**config.mk**
```make
export PLATFORM = sky130hd
export DESIGN_NAME = stream_xor_ctrl
export DESIGN_NICKNAME = d
export VERILOG_FILES = /design/src/rtl/stream_xor_ctrl.sv
export SDC_FILE = /design/constraint.sdc
export NUM_CORES = 1
export LEC_CHECK = 0
export ABC_AREA = 1
export CORE_MARGIN = 4
export CORE_UTILIZATION = 45
export CTS_CLUSTER_DIAMETER = 100
export CTS_CLUSTER_SIZE = 10
export DETAILED_ROUTE_END_ITERATION = 8
export PLACE_DENSITY = 0.86
export SYNTH_ARGS = -nofsm -noshare
export SYNTH_HDL_FRONTEND = slang
export SYNTH_SLANG_ARGS = --single-unit
```
**constraint.sdc**
```tcl
create_clock -name clk -period 2.7 [get_ports clk]
set_input_delay 0.54 -clock clk [delete_from_list [all_inputs] [get_ports clk]]
set_output_delay 0.54 -clock clk [all_outputs]
set_load 0.02 [all_outputs]
```
**src/rtl/stream_xor_ctrl.sv**
```systemverilog
// stream_xor_ctrl: XORs a plaintext nibble stream with a 4-nibble keystream
// block fetched from an external generator addressed by a 2-bit block counter.
module stream_xor_ctrl (
  input  logic       clk,
  input  logic       rst_n,
  input  logic       start,
  input  logic [1:0] ctr_init,
  output logic [1:0] ks_counter,
  input  logic [3:0] ks_word1,
  input  logic [3:0] ks_word2,
  input  logic [3:0] ks_word3,
  input  logic [3:0] ks_word4,
  input  logic       in_valid,
  input  logic [3:0] in_data,
  input  logic       in_last,
  output logic       in_ready,
  output logic       out_valid,
  output logic [3:0] out_data,
  output logic       out_last,
  input  logic       out_ready,
  output logic       busy,
  output logic       ctr_wrap
);

  typedef enum logic [1:0] {IDLE, LOAD, STREAM} state_t;

  state_t      state, state_nxt;
  logic [1:0]  idx;
  logic [15:0] blk;      // {word4, word3, word2, word1}
  logic        start_acc;
  logic        in_acc;
  logic        blk_end;  // 4th nibble of a block accepted and message continues
  logic [3:0]  ks_sel;

  assign start_acc = (state == IDLE) && start;
  assign in_ready  = (state == STREAM) && (!out_valid || out_ready);
  assign in_acc    = in_valid && in_ready;
  assign blk_end   = in_acc && !in_last && (idx == 2'd3);
  assign busy      = (state != IDLE);
  assign ks_sel    = blk[{idx, 2'b00} +: 4];

  // State register
  always_ff @(posedge clk or negedge rst_n) begin
    if (!rst_n) state <= IDLE;
    else        state <= state_nxt;
  end

  // Next-state logic
  always_comb begin
    state_nxt = state;
    case (state)
      IDLE:   if (start_acc) state_nxt = LOAD;
      LOAD:   state_nxt = STREAM;
      STREAM: begin
        if (in_acc && in_last) state_nxt = IDLE;
        else if (blk_end)      state_nxt = LOAD;
      end
      default: state_nxt = IDLE;
    endcase
  end

  // Counter, nibble index, wrap flag and keystream block capture
  always_ff @(posedge clk or negedge rst_n) begin
    if (!rst_n) begin
      ks_counter <= 2'd0;
      idx        <= 2'd0;
      ctr_wrap   <= 1'b0;
      blk        <= 16'd0;
    end else begin
      if (start_acc) begin
        ks_counter <= ctr_init;
        idx        <= 2'd0;
        ctr_wrap   <= 1'b0;
      end
      if (state == LOAD)
        blk <= {ks_word4, ks_word3, ks_word2, ks_word1};
      if (in_acc) begin
        // A last nibble ends the message without advancing the counter;
        // leftover keystream words of the block are simply dropped.
        if (in_last) begin
          idx <= 2'd0;
        end else if (idx == 2'd3) begin
          idx        <= 2'd0;
          ks_counter <= ks_counter + 2'd1;
          if (ks_counter == 2'd3) ctr_wrap <= 1'b1;
        end else begin
          idx <= idx + 2'd1;
        end
      end
    end
  end

  // Output register: a new accept overwrites, otherwise drain on out_ready
  always_ff @(posedge clk or negedge rst_n) begin
    if (!rst_n) begin
      out_valid <= 1'b0;
      out_data  <= 4'd0;
      out_last  <= 1'b0;
    end else if (in_acc) begin
      out_valid <= 1'b1;
      out_data  <= in_data ^ ks_sel;
      out_last  <= in_last;
    end else if (out_valid && out_ready) begin
      out_valid <= 1'b0;
    end
  end

endmodule

```
Yosys cells after proc, flatten, opt, wreduce, memory -nomap -nowiden
Index checks and enable logic that the tools add are counted.
{ "word_totals": {"register_bits": 29, "in_bits": 28, "out_inout_bits": 11, "wordCells": 52} }
{ "op_classes": {"addsub": 2, "eq_ne": 6, "shifts": 1, "muxes": 19, "bitwise": 1, "reduce_logical": 15} }
{ "ops": {"columns": ["op", "count"], "rows": [
  ["2-bit 2-to-1 mux", 11],
  ["16-bit by 5-bit variable part select with 4-bit output", 1],
  ["1-bit logical AND", 7],
  ["1-bit 2-to-1 mux", 7],
  ["2-bit == test, second input constant", 3],
  ["2-bit case mux with 3 select lines", 1],
  ["2-bit nonzero test", 3],
  ["2-bit by 1-bit adder with 2-bit output, second input constant", 2],
  ["4-bit XOR", 1],
  ["3-bit by 2-bit inequality test with 1-bit output, second input constant", 1],
  ["2-bit by 1-bit == test with 1-bit output, second input constant", 1],
  ["1-bit zero test", 2],
  ["2-bit zero test", 1],
  ["2-bit inequality test, second input constant", 1],
  ["2-bit AND reduction", 1],
  ["1-bit logical OR", 1]
]} }

Logic depth before layout (Yosys ltp)
Gate-level depths: netlist (run 1).
{ "logic_depth": {"word_depth": 9, "mapped_depth": 8, "mapped_depth_nobuf": 8} }

Worst setup path before layout (run 1)
No wires, ideal clock.
{ "synth_path": {"path_kind": "input to output", "from": "input port out_ready", "to": "output port in_ready", "arrival_ns": 1.043, "required_time_ns": 2.160, "path_slack_ns": 1.117, "cell_stages": 4, "n_path_buf": 0, "cell_sequence": "inv_1 nand2_1 inv_1 nor2_1"} }
{ "synth_via": {"elab_chain_cells": 2} }
{ "synth_lines": {"columns": ["item", "line", "source"], "rows": [
  ["from (decl)", "20", "input logic out_ready,"],
  ["1-bit logical OR", "36", "assign in_ready = (state == STREAM) && (!out_valid || out_ready);"],
  ["1-bit logical AND", "36", null],
  ["to (decl)", "16", "output logic in_ready,"]
]} }
Every way passes these cells.

Worst setup path after layout (run 1)
Ends and elaborated chain as after synthesis.

==> results.py, run 1 <==
metrics = {
    "pwr": {
        "p_per_area_nw_per_um2": 1020,
        "power.leakage_nw": 0.914,
        "power.total_mw": 1.91,
        "ir_drop_mv": 0.484,
    },
    "yosys": {
        "synth_top_area_cell": "dfrtp_1",
        "yosys_register_bits": 29,
        "syn-num-nets": 183,
        "synthesis.area_sq_um": 1400,
        "synth_top_area_share_pct": 51.9,
        "synthCells": 153,
        "ys_seq_area_share_pct": 51.9,
        "avgSynthCellArea_sq_um": 9.14,
        "synth_cell_type_count": 18,
        "synth_warnings": 0,
        "synth_area_leaders": "dfrtp_1 52%, nand2_1 14%, mux2_2 13%",
    },
    "drt": {
        "wl_per_cell_um": 13.2,
        "drtPass1Iterations": 6,
        "drt_iter0_drc": 50,
        "drc": 0,
        "viasPerCell": 5.16,
        "via_count": 1182,
        "routed_wl_um": 3030,
        "route.antenna.remaining_nets": 0,
    },
    "worst_setup_path": {
        "critPathMaxStageDelay_ns": 0.61,
        "critPathCaptureType": "primary output",
        "path_max_fanout": 2,
        "crit_chain": "clkdlybuf4s50_1 -> inv_1 -> nand2_1 -> inv_1 -> nor2_1 -> clkdlybuf4s50_1",
        "crit_required_ns": 2.16,
        "startpoint": "out_ready",
        "r2r_start": "idx[0]$_DFFE_PN0P_",
        "cp_slowest_cell": "clkdlybuf4s50_1",
        "worstSetupEndpoint": "in_ready",
        "critical_path_class": "input pin to primary output",
        "reg2reg_setup_slack_ns": 1.26,
        "rr_endpoint": "out_data[1]$_DFFE_PN0N_",
        "ff2ff_path_depth": 7,
        "start_kind": "input pin",
        "cp.arrival_ns": 1.82,
    },
    "layout": {
        "drive_gt1_share_pct": 15.2,
        "final_cell_count_no_fill": 229,
        "multi_input_area_sq_um": 591,
        "seq_area_sq_um": 726,
        "fillers": 225,
        "area_growth_pct": 33.6,
        "diodes": 0,
        "nNetsFinal": 228,
    },
    "hold_path": {
        "hp-class": "flop to flop",
    },
    "placement": {
        "dp.cells": 222,
        "gp_congestion": 0.824,
        "port_buffers": 38,
        "dp_hpwl_um": 2420,
    },
    "global_route": {
        "grt.total_usage_pct": 16.5,
        "grt_pass1_wl_um": 5110,
        "grt_pass1_vias": 1181,
        "grt_antenna_before_repair": 0,
        "grt_max_degree": 30,
        "gr-total-overflow": 0,
    },
    "die": {
        "die_x_um": 63.8,
        "die_h_um": 63.8,
        "die_area_sq_um": 4060,
        "core-area_sq_um": 2850,
        "start_util_pct": 49.0,
        "num_io_pins": 39,
        "num_rows": 19,
    },
    "clock_network": {
        "cts_htree_levels": 2,
        "clkSinkCount": 29,
        "cts_tree": "built",
        "postCtsSetupBuffers": 0,
        "clkSlewWorstSetupHoldPaths_ns": 0.08,
        "cts_resized": 0,
        "ctsHoldBuffers": 0,
        "cts.path.max_buffers": 2,
        "clock_latency_ns": 0.33,
        "clockRootBuffer": "clkbuf_4",
        "cts_buffers": 5,
    },
    "sta": {
        "slew_headroom_pct": 73.5,
        "worst_pin_slew_ns": 0.395,
        "period_needed_ns": 2.36,
        "tns_ns": 0,
        "timing.fmax_mhz": 423,
        "hold_violations": 0,
        "setup_violations": 0,
        "rsz0062_at_grt": "no",
        "drv_slew": 0,
        "skew_ns": 0.00989,
        "fin_crit_sh_pct": 87.6,
    },
    "run": {
        "max-cap-violations": 0,
    },
    "status": {
        "status": "finished, final reports clean",
    },
}
-- power by group --
group	switching (mW)	internal, mW	total, mW	leakage [nW]
logic	0.445	0.432	0.876	0.531
registers	0.137	0.638	0.776	0.351
clock network	0.137	0.123	0.260	0.0314
total	0.719	1.19	1.91	0.914
-- cell type report --
type	count	share of cell area, %
sequential	29	38.8
multi-input combinational	105	31.6
timing repair buffer	40	21.2
inverter	17	3.41
clock buffer	7	2.95
tap	31	2.07
-- per-stage QoR --
step | util, % | hold slack [ns] | worst slack [ns] | area, sq um
global placement | 63.6 | 0.456 | 0.330 | 1810
CTS | 65.5 | 0.499 | 0.325 | 1870
finish | 65.5 | 0.494 | 0.335 | 1870
global route | 65.5 | 0.525 | 0.251 | 1870
detailed placement | 63.6 | 0.479 | 0.329 | 1810
floorplan | - | 0.244 | 1.12 | 1400
-- cell usage after synthesis (all sizes together) --
cell,count
a31oi,1
buf,2
clkinv,1
dfrtp,29
ha,2
inv,16
mux2,16
nand2,55
nand3,19
nand4,1
nor2,7
o21ai,4
-- worst min path at each step --
stage	start	end	depth (start not counted)
floorplan	rst_n	blk[0]$_DFFE_PN0N_	0
global placement	out_last$_DFFE_PN0N_	out_last$_DFFE_PN0N_	2
detailed placement	out_data[2]$_DFFE_PN0N_	out_data[2]$_DFFE_PN0N_	2
global route	out_data[0]$_DFFE_PN0N_	out_data[0]$_DFFE_PN0N_	2
finish	out_last$_DFFE_PN0N_	out_last$_DFFE_PN0N_	2
CTS	out_data[2]$_DFFE_PN0N_	out_data[2]$_DFFE_PN0N_	2
-- cells by family (layout without fill, tap and decap cells) --
logic type                 after synthesis  in the layout  synth area share, %
AOI/OAI and AO/OA                        5              5                 1.88
adders and majority gates                2              2                 1.79
buffers and inverters                   19             64                 5.90
DFF                                     29             29                 51.9
muxes                                   16             16                 12.9
and+or+nand+nor                         82             82                 25.7
-- layer usage --
| layer | global-route usage, % | up-vias | wire length [um] |
|---|---|---|---|
| met2 | 28.0 | 33 | 1600 |
| met3 | 5.25 | 11 | 156 |
| li1 | - | 584 | - |
| met1 | 17.4 | 554 | 1130 |
| met4 | 11.6 | 0 | 139 |
| met5 | 0 | - | 0 |
-- layout by cell type, fill, tap and decap left out --
cell	instances
nand2_1	54
dfrtp_1	29
nand4_1	1
buf_4	2
inv_2	2
nand3_4	1
ha_1	2
clkbuf_8	1
o21ai_0	4
inv_1	14
clkdlybuf4s50_1	38
clkinv_1	1
nand3_1	18
nor2_2	1
a31oi_1	1
clkbuf_1	1
nor2_4	1
mux2_2	16
nor2_1	5
nand2_2	1
clkbuf_4	5
-- worst max-delay path, delay by kind of cell --
family | cells | cell delay (ns)
buf+inv | 4 | 1.13
simple gates | 2 | 0.14
-- sequential cells by signal (all words and copies together), names as in the netlist --
signal,flops
blk,16
ctr_wrap,1
idx,2
ks_counter,2
out_data,4
out_last,1
out_valid,1
state,2
No activity file was read; power rests on OpenSTA's default activity.
==> run 2: changes to the inputs <==
==> constraint.sdc (replaced) <==
create_clock -name clk -period 2.3 [get_ports clk]
set_input_delay 0.46 -clock clk [delete_from_list [all_inputs] [get_ports clk]]
set_output_delay 0.46 -clock clk [all_outputs]
set_load 0.02 [all_outputs]
==> run 2 against run 1 <==
Critical path depth is the same. Sequential share of layout area fell by 0.31 points. First-iteration DRC count up 12%. Combinational power increased by 19%. Largest power group unchanged. Largest cell class unchanged. Critical path type unchanged.
==> results.py, run 2 (synthesis gave the netlist of run 1 again) <==
metrics = {
    "global_route": {
        "grt_max_degree": 30,
        "grt_use_met3_pct": 5.08,
        "grt_pass1_vias": 1160,
        "gr-total-overflow": 0,
        "top_usage_layer": "met2",
        "grt_antenna_before_repair": 0,
        "grt_pass1_wl_um": 5310,
        "use_met1_pct": 19.0,
        "grtUsageMet2_pct": 30.6,
        "grt.total_usage_pct": 17.2,
    },
    "pwr": {
        "power.leakage_nw": 0.923,
        "p_int_mw": 1.43,
        "swShare_pct": 37.8,
        "power_switching_mw": 0.871,
        "power_frac_comb_pct": 45.2,
        "power.clock.fraction_pct": 15.4,
        "ir_drop_mv": 0.576,
        "p_per_area_nw_per_um2": 1220,
        "p_seq_share_pct": 39.4,
    },
    "sta": {
        "rsz0062_at_grt": "no",
        "skew_ns": 0.0109,
        "timing.fmax_mhz": 455,
        "hold_violations": 0,
        "setup_violations": 0,
        "period_needed_ns": 2.20,
        "slew_headroom_pct": 73.1,
        "worst_pin_slew_ns": 0.402,
        "tns_ns": 0,
        "drv_slew": 0,
        "fin_crit_sh_pct": 95.6,
    },
    "drt": {
        "drtPass1Iterations": 4,
        "viasPerCell": 5.21,
        "drt_iter0_drc": 56,
        "drc": 0,
        "route.antenna.remaining_nets": 0,
        "wl_per_cell_um": 13.6,
        "routed_wl_um": 3140,
        "via_count": 1198,
    },
    "worst_setup_path": {
        "cp.arrival_ns": 1.74,
        "critical_path_class": "input pin to primary output",
        "start_kind": "input pin",
        "critPathMaxStageDelay_ns": 0.61,
        "critPathCaptureType": "primary output",
        "crit_required_ns": 1.84,
        "cp_slowest_cell": "clkdlybuf4s50_1",
        "crit_chain": "clkdlybuf4s50_1 -> inv_1 -> nand2_1 -> inv_1 -> nor2_1 -> clkdlybuf4s50_1",
        "path_max_fanout": 2,
    },
    "clock_network": {
        "cts.path.max_buffers": 2,
        "cts_tree": "built",
        "clkSlewWorstSetupHoldPaths_ns": 0.09,
        "clock_latency_ns": 0.33,
        "clkSinkCount": 29,
        "cts_buffers": 5,
        "cts_htree_levels": 2,
        "clockRootBuffer": "clkbuf_4",
        "postCtsSetupBuffers": 0,
        "cts_resized": 0,
        "ctsHoldBuffers": 0,
    },
    "layout": {
        "area_growth_pct": 34.7,
        "nNetsFinal": 228,
        "largest_reg_flops": 16,
        "finish.instance_area_sq_um": 1880,
        "final_cell_mix": "54 x nand2_1, 38 x clkdlybuf4s50_1, 29 x dfrtp_1",
        "regMostFlops": "blk",
        "diodes": 0,
        "mostFrequentLayoutCell": "nand2_1",
        "fin_util_pct": 66.1,
        "drive_gt1_share_pct": 16.1,
        "final_cell_count_no_fill": 230,
        "reg_top3": "blk x16, out_data x4",
    },
    "die": {
        "num_io_pins": 39,
        "die_x_um": 63.8,
        "start_util_pct": 49.0,
        "num_rows": 19,
        "core-area_sq_um": 2850,
        "die_area_sq_um": 4060,
        "die_h_um": 63.8,
    },
    "run": {
        "max-cap-violations": 0,
    },
    "placement": {
        "dp_hpwl_um": 2420,
        "dp.cells": 222,
        "dpl-instance-area_sq_um": 1810,
        "gp_congestion": 0.825,
        "port_buffers": 38,
    },
    "status": {
        "status": "finished, final reports clean",
    },
    "hold_path": {
        "hp-class": "flop to flop",
    },
}
[run 2: area by class of cell]
| cell class | count | area (sq um) |
|---|---|---|
| Inverter | 17 | 63.8 |
| Timing Repair Buffer | 40 | 395 |
| Fill cell | 215 | 968 |
| Sequential cell | 29 | 726 |
| Clock inverter | 1 | 5.00 |
| Tap cell | 31 | 38.8 |
| Multi-Input combinational cell | 105 | 591 |
| Clock buffer | 7 | 65.1 |
[run 2: power by group through the flow]
stage | Clock, mW | Combinational, mW | Sequential (mW)
floorplan | 0 | 0.636 | 0.948
global placement | 0 | 0.990 | 0.903
detailed placement | 0 | 1.04 | 0.919
CTS | 0.363 | 1.05 | 0.909
global route | 0.388 | 1.15 | 0.940
finish | 0.355 | 1.04 | 0.909
[run 2: metal layers]
layer | share of wire [%] | wire length, um
met2 | 56 | 1760
met4 | 1.6 | 49
met5 | 0 | 0
met1 | 38 | 1180
met3 | 4.8 | 151
[run 2: path summary, 6_finish.rpt]
kind                                          from                 endpoint  slack [ns]  cells after the start
max in group asynchronous                    rst_n       idx[1]$_DFFE_PN0P_        1.51                      2
hold / removal             out_data[3]$_DFFE_PN0N_  out_data[3]$_DFFE_PN0N_        0.49                      2
setup / recovery                         out_ready                 in_ready        0.10                      6
min in group asynchronous                    rst_n       ctr_wrap$_DFF_PN0_        0.51                      2
hold reg to reg            out_data[3]$_DFFE_PN0N_  out_data[3]$_DFFE_PN0N_        0.49                      2
setup reg to reg                idx[0]$_DFFE_PN0P_  out_data[3]$_DFFE_PN0N_        0.85                      7
[run 2: critical path: cells and delay by family]
| kind | cells | cell delay [ns] |
|---|---|---|
| buf+inv | 4 | 1.13 |
| simple gates | 2 | 0.14 |
[run 2: metrics by stage]
| step | hold slack (ns) | power (mW) | setup slack, ns |
|---|---|---|---|
| after global placement | 0.456 | 1.89 | 0.0899 |
| after CTS | 0.491 | 2.32 | 0.0892 |
| after global routing | 0.512 | 2.48 | 0.0544 |
| after detailed placement | 0.467 | 1.96 | 0.0888 |
| after floorplan | 0.164 | 1.58 | 0.875 |
| final | 0.492 | 2.30 | 0.102 |
==> run 3: changes to the inputs <==
--- a/config.mk
+++ b/config.mk
@@ -5,13 +5,14 @@
 export SDC_FILE = /design/constraint.sdc
 export NUM_CORES = 1
 export LEC_CHECK = 0
-export ABC_AREA = 1
+export ABC_AREA = 0
 export CORE_MARGIN = 4
 export CORE_UTILIZATION = 45
 export CTS_CLUSTER_DIAMETER = 100
 export CTS_CLUSTER_SIZE = 10
 export DETAILED_ROUTE_END_ITERATION = 8
-export PLACE_DENSITY = 0.86
+export PLACE_DENSITY = 0.87
+export SKIP_LAST_GASP = 1
 export SYNTH_ARGS = -nofsm -noshare
 export SYNTH_HDL_FRONTEND = slang
 export SYNTH_SLANG_ARGS = --single-unit
==> run 3 against run 2 <==
Die area decreased by 5.3%. Clock skew shrank 0.0032 ns. First-iteration DRC count shrank 71%. Critical endpoint unchanged. Largest cell class unchanged. Largest power group unchanged. Highest routed layer unchanged.
==> results.py, run 3 <==
metrics = {
    "status": {
        "status": "finished, final reports clean",
    },
    "layout": {
        "nNetsFinal": 169,
        "fillers": 228,
        "mostFrequentLayoutCell": "clkdlybuf4s50_1",
        "regMostFlops": "blk",
        "area_growth_pct": 36.1,
        "seq_area_sq_um": 726,
        "final_cell_mix": "38 x clkdlybuf4s50_1, 29 x dfrtp_1, 18 x mux2_2",
        "largest_reg_flops": 16,
        "fin_util_pct": 64.3,
        "reg_top3": "blk x16, out_data x4",
        "drive_gt1_share_pct": 25.7,
        "multi_input_area_sq_um": 567,
        "diodes": 0,
        "final_cell_count_no_fill": 171,
    },
    "sta": {
        "skew_ns": 0.00772,
        "worst_pin_slew_ns": 0.683,
        "drv_slew": 0,
        "tns_ns": 0,
        "period_needed_ns": 2.19,
        "slew_headroom_pct": 54.4,
        "rsz0062_at_grt": "no",
        "setup_violations": 0,
        "fin_crit_sh_pct": 95.4,
        "hold_violations": 0,
        "timing.fmax_mhz": 456,
    },
    "yosys": {
        "ys_seq_area_share_pct": 55.2,
        "synth_area_leaders": "dfrtp_1 55%, mux2_2 15%, mux4_2 6.9%",
        "synthCells": 95,
        "synthFlopType": "dfrtp_1",
        "yosysMostFrequentCell": "dfrtp_1",
        "synthesis.area_sq_um": 1320,
        "synth_edf_count": 0,
        "syn-num-nets": 125,
        "synth_top_area_share_pct": 55.2,
        "synth_warnings": 0,
        "yosys_register_bits": 29,
        "synth_top_area_cell": "dfrtp_1",
        "synth_common_cells": "29 x dfrtp_1, 18 x mux2_2, 8 x nand2_1, 6 x o21ai_0",
        "avgSynthCellArea_sq_um": 13.8,
        "synth-async-reset-ratio_pct": 100,
        "synth_cell_type_count": 24,
    },
    "pwr": {
        "power.leakage_nw": 0.755,
        "ir_drop_mv": 0.739,
        "p_per_area_nw_per_um2": 1170,
        "power.total_mw": 2.09,
    },
    "run": {
        "max-cap-violations": 0,
    },
    "die": {
        "die_h_um": 62.1,
        "start_util_pct": 47.3,
        "core-area_sq_um": 2780,
        "die_x_um": 62.1,
        "die_area_sq_um": 3850,
        "num_io_pins": 39,
        "num_rows": 19,
    },
    "clock_network": {
        "clkSinkCount": 29,
        "cts_htree_levels": 2,
        "cts_buffers": 5,
        "cts_tree": "built",
        "cts.path.max_buffers": 2,
        "clkSlewWorstSetupHoldPaths_ns": 0.09,
        "ctsHoldBuffers": 0,
        "clock_latency_ns": 0.32,
        "cts_resized": 0,
        "clockRootBuffer": "clkbuf_4",
        "postCtsSetupBuffers": 0,
    },
    "placement": {
        "port_buffers": 38,
        "gp_congestion": 0.741,
        "dp_hpwl_um": 1990,
        "dp.cells": 163,
    },
    "hold_path": {
        "hp-class": "flop to flop",
        "hold_depth": 2,
    },
    "global_route": {
        "grt_pass1_wl_um": 4240,
        "gr-total-overflow": 0,
        "grt_antenna_before_repair": 0,
        "grt.total_usage_pct": 15.9,
        "grt_max_degree": 30,
        "grt_pass1_vias": 954,
    },
    "worst_setup_path": {
        "critPathMaxStageDelay_ns": 0.59,
        "start_kind": "input pin",
        "critPathTopFamily": "buffers and inverters",
        "critPathBufInv": 2,
        "crit_required_ns": 1.84,
        "critPathCaptureType": "primary output",
        "critical_path_class": "input pin to primary output",
        "path_max_fanout": 2,
        "critical_path_depth": 4,
        "cp_slowest_cell": "clkdlybuf4s50_1",
        "cp.arrival_ns": 1.73,
        "crit_chain": "clkdlybuf4s50_1 -> nand2b_1 -> and2_1 -> clkdlybuf4s50_1",
        "cp_common_cell": "clkdlybuf4s50_1",
        "ff2ff_path_depth": 3,
    },
    "drt": {
        "viasPerCell": 5.25,
        "drtPass1Iterations": 4,
        "route.antenna.remaining_nets": 0,
        "drc": 0,
        "wl_per_cell_um": 15.1,
        "via_count": 898,
        "drt_iter0_drc": 16,
        "routed_wl_um": 2590,
    },
}
[run 3: cell types whose count changed after synthesis, moves of 3 or more]
cell      previous run  this run
inv_1               14         1
buf_2                0         3
xnor2_1              0         4
nand2_1             54         8
nor2_1               5         2
nand2b_1             0         3
mux4_2               0         4
nand3_1             18         3
[run 3: metrics by stage]
step / cell area, sq um / hold slack (ns) / setup slack, ns
2_1_floorplan: 1320 / 0.164 / 0.769
3_3_place_gp: 1740 / 0.468 / 0.121
3_5_place_dp: 1740 / 0.476 / 0.109
4_1_cts: 1790 / 0.498 / 0.0989
5_1_grt: 1790 / 0.533 / 0.0524
6_report: 1790 / 0.493 / 0.106
[run 3: logic make-up (layout without fill, tap and decap cells)]
family                   Yosys count  count (layout)  synth area share [%]
adder cells (fa/ha/maj)            2               2                  1.90
XOR/XNOR                           4               4                  2.66
buffers and inverters              5              50                  1.71
multiplexers                      23              23                  23.4
flip-flops                        29              29                  55.2
AND/OR/NAND/NOR                   23              23                  11.0
AO/OA/AOI/OAI                      9               9                  4.09
[run 3: worst paths after layout]
path / start / to / slack (ns)
worst max-delay path: out_ready / in_ready / 0.11
worst min-delay path: out_data[0]$_DFFE_PN0N_ / out_data[0]$_DFFE_PN0N_ / 0.49
worst max register to register: idx[0]$_DFFE_PN0P_ / ks_counter[1]$_DFF_PN0_ / 0.63
worst min register to register: out_data[0]$_DFFE_PN0N_ / out_data[0]$_DFFE_PN0N_ / 0.49
max in group asynchronous: rst_n / out_last$_DFFE_PN0N_ / 1.52
min in group asynchronous: rst_n / blk[12]$_DFFE_PN0N_ / 0.51
[run 3: layer usage]
metal	vias to the layer above	wire (um)	global-route usage [%]
met3	7	159	5.99
met5	-	0	0
met4	0	57	8.18
met2	31	1340	25.3
li1	429	-	-
met1	431	1030	18.6
[run 3: area by class of cell]
class                      count  share of cell area, %
sequential                    29                   40.6
clock inverter                 2                  0.559
tap                           31                   2.17
multi-input combinational     61                   31.7
timing repair buffer          41                   22.5
clock buffer                   6                   2.31
inverter                       1                  0.210
[run 3: worst reg2reg max path, cell delays in order, from the launching register on]
cell,delay (ns)
dfrtp_1,0.58
ha_1,0.28
or3b_4,0.40
mux2_4,0.30
[run 3: report_power, final]
part	switching (mW)	internal [mW]	leakage, nW
Sequential	0.148	0.744	0.354
Clock	0.165	0.116	0.0320
Combinational	0.374	0.546	0.369
==> patch: new RTL, flow settings as in run 2 <==
Re-encode `state_t` (3 states) as one-hot, 3 bits wide.
--- a/src/rtl/stream_xor_ctrl.sv
+++ b/src/rtl/stream_xor_ctrl.sv
@@ -24,3 +24,3 @@
 
-  typedef enum logic [1:0] {IDLE, LOAD, STREAM} state_t;
+  typedef enum logic [2:0] {IDLE = 3'b001, LOAD = 3'b010, STREAM = 3'b100} state_t;
 
Behaviour: same outputs for any inputs over 10 cycles, from zero or initial values and one cycle with rst_n low; not proved beyond that.
==> patch against run 2 <==
- area after synthesis is 7.4% higher
- wire length shrank 2.0%
- die area rose by 6.5%
- hold slack got worse by 0.0093 ns
- clock power is 21% lower
- non-clock buffer count rose by 1
- power shrank 2.0%
- sequential cell count rose by 1
- cell area up 5.6%
- worst setup slack better by 0.038 ns
==> patch: results (changes against run 2) <==
stage;metric;value;unit;change
timing;fin crit share;93.93;%;-1.6 points
global_route;GRT met2 Usage;27.41;%;-3.2 points
route;WL final;3.075;mm;-2.0%
critical_path;worst r2r dst;state[1]$_DFFE_PN0P_;;
yosys;Netlist cell types;22;;+4
timing;Hold Slack;0.4828;ns;-0.009319 ns
finish;Fillers;265;;+23%
critical_path;Crit Path Max Fanout;3;;+1
finish;final std cells w/o fill;250;;+8.7%
clock_network;Setup Fix Bufs, Post-CTS;0;;unchanged
critical_path;R2R Setup Slk;0.82;ns;-0.03 ns
placement;DP Area;1942;um2;+7.0%
power;leakage power;1.007;nW;+9.0%
route;M1 WL;1.313;mm;+11%
yosys;synth warn;0;;unchanged
yosys;Mapped Nets;190;;+3.8%
timing;Worst-Margin Slew;0.3890;ns;-0.01338 ns
worst_hold_path;WHS Endpoint;out_data[0]$_DFFE_PN0N_;;
power;PD cells;1136;nW/um2;-7.2%
route;TritonRoute pass-1 iters;4;;unchanged
global_route;total global-route track usage;16.25;%;-0.92 points
power;worst vdd ir;0.5688;mV;-1.2%
placement;setup slack at placement;0.04180;ns;-0.04699 ns
timing;clock skew;0.006189;ns;-0.004745 ns
power;Comb pwr share;45.6;%;+0.4 points
power;cell-internal power;1.436;mW;+0.16%
worst_hold_path;Hold WC Path Type;flip-flop to flip-flop;;
yosys;top cells by area, synth;dfrtp_1, nand2_1, mux2_4;;
route;vias;1204;;+0.50%
finish;fraction of layout cells with a size suffix above 1;16.50;%;+0.42 points
yosys;Mapped Avg Cell Area;9.392;um2;+2.7%
critical_path;Critical path origin;state[0]$_DFFE_PN1P_;;
global_route;largest net degree at the start of global routing;31;;+3.3%
global_route;met3 Use GR;6.293;%;+1.2 points
route;wire length on met3;275;um;+82%
global_route;global routing usage on met1;18.42;%;-0.58 points
run_status;status;complete, no violations;;
critical_path;WP data arrival;1.70;ns;-0.04 ns
placement;gpl congestion;0.7681;;-6.9%
worst_hold_path;Hold Crit Start;out_data[0]$_DFFE_PN0N_;;
critical_path;slowest CP cell;clkdlybuf4s50_1;;
clock_network;Max clock buf depth;2;;unchanged
critical_path;launching point of the worst reg2reg path;idx[0]$_DFFE_PN0P_;;
route;met2 WL;1.435;mm;-18%
global_route;global-route wire length before repair;5.202;mm;-2.0%
yosys;post-synthesis sequential area ratio;50.04;%;-1.8 points
finish;Finished Core Util;63.60;%;-2.5 points
route;initial DRC count;66;;+18%
critical_path;max incr delay on CP;0.56;ns;-0.05 ns
yosys;top cells by count, synth;nand2_1, dfrtp_1, nand3_1;;
placement;DP HPWL;2.388;mm;-1.5%
critical_path;Critical Path Sink;busy;;
finish;top flop regs;blk x16, out_data x4, state x3;;
placement;DP Cell Count;243;;+9.5%
power;clock power share;12.4;%;-3.0 points
## patch: changes by cell type after synthesis, moves of 2 or more
cell | before | now
mux2_2 | 16 | 8
mux2_4 | 0 | 8
nand3_1 | 18 | 23
o21ai_0 | 4 | 1
inv_2 | 2 | 0
nand2_1 | 54 | 56
nor2_2 | 1 | 3
## patch: worst max-delay path, delay by kind of cell (launching register included)
family / cells / cell delay, ns
buffers and inverters: 2 / 0.64
flip-flops: 1 / 0.54
AND/OR/NAND/NOR: 2 / 0.19
## patch: layout make-up
type,instances,share of cell area [%]
sequential,30,37.80
timing repair buffer,41,20.38
tap,44,2.767
inverter,16,3.270
clock buffer,7,2.264
multi-input combinational,112,33.52
## patch: logic make-up after synthesis
| group | count (synthesis) | synth area share [%] |
|---|---|---|
| and+or+nand+nor | 92 | 27.98 |
| DFF | 30 | 50.04 |
| buffers and inverters | 18 | 5.579 |
| muxes | 16 | 13.99 |
| AOI/OAI and AO/OA | 2 | 0.7493 |
| adders and majority gates | 2 | 1.665 |
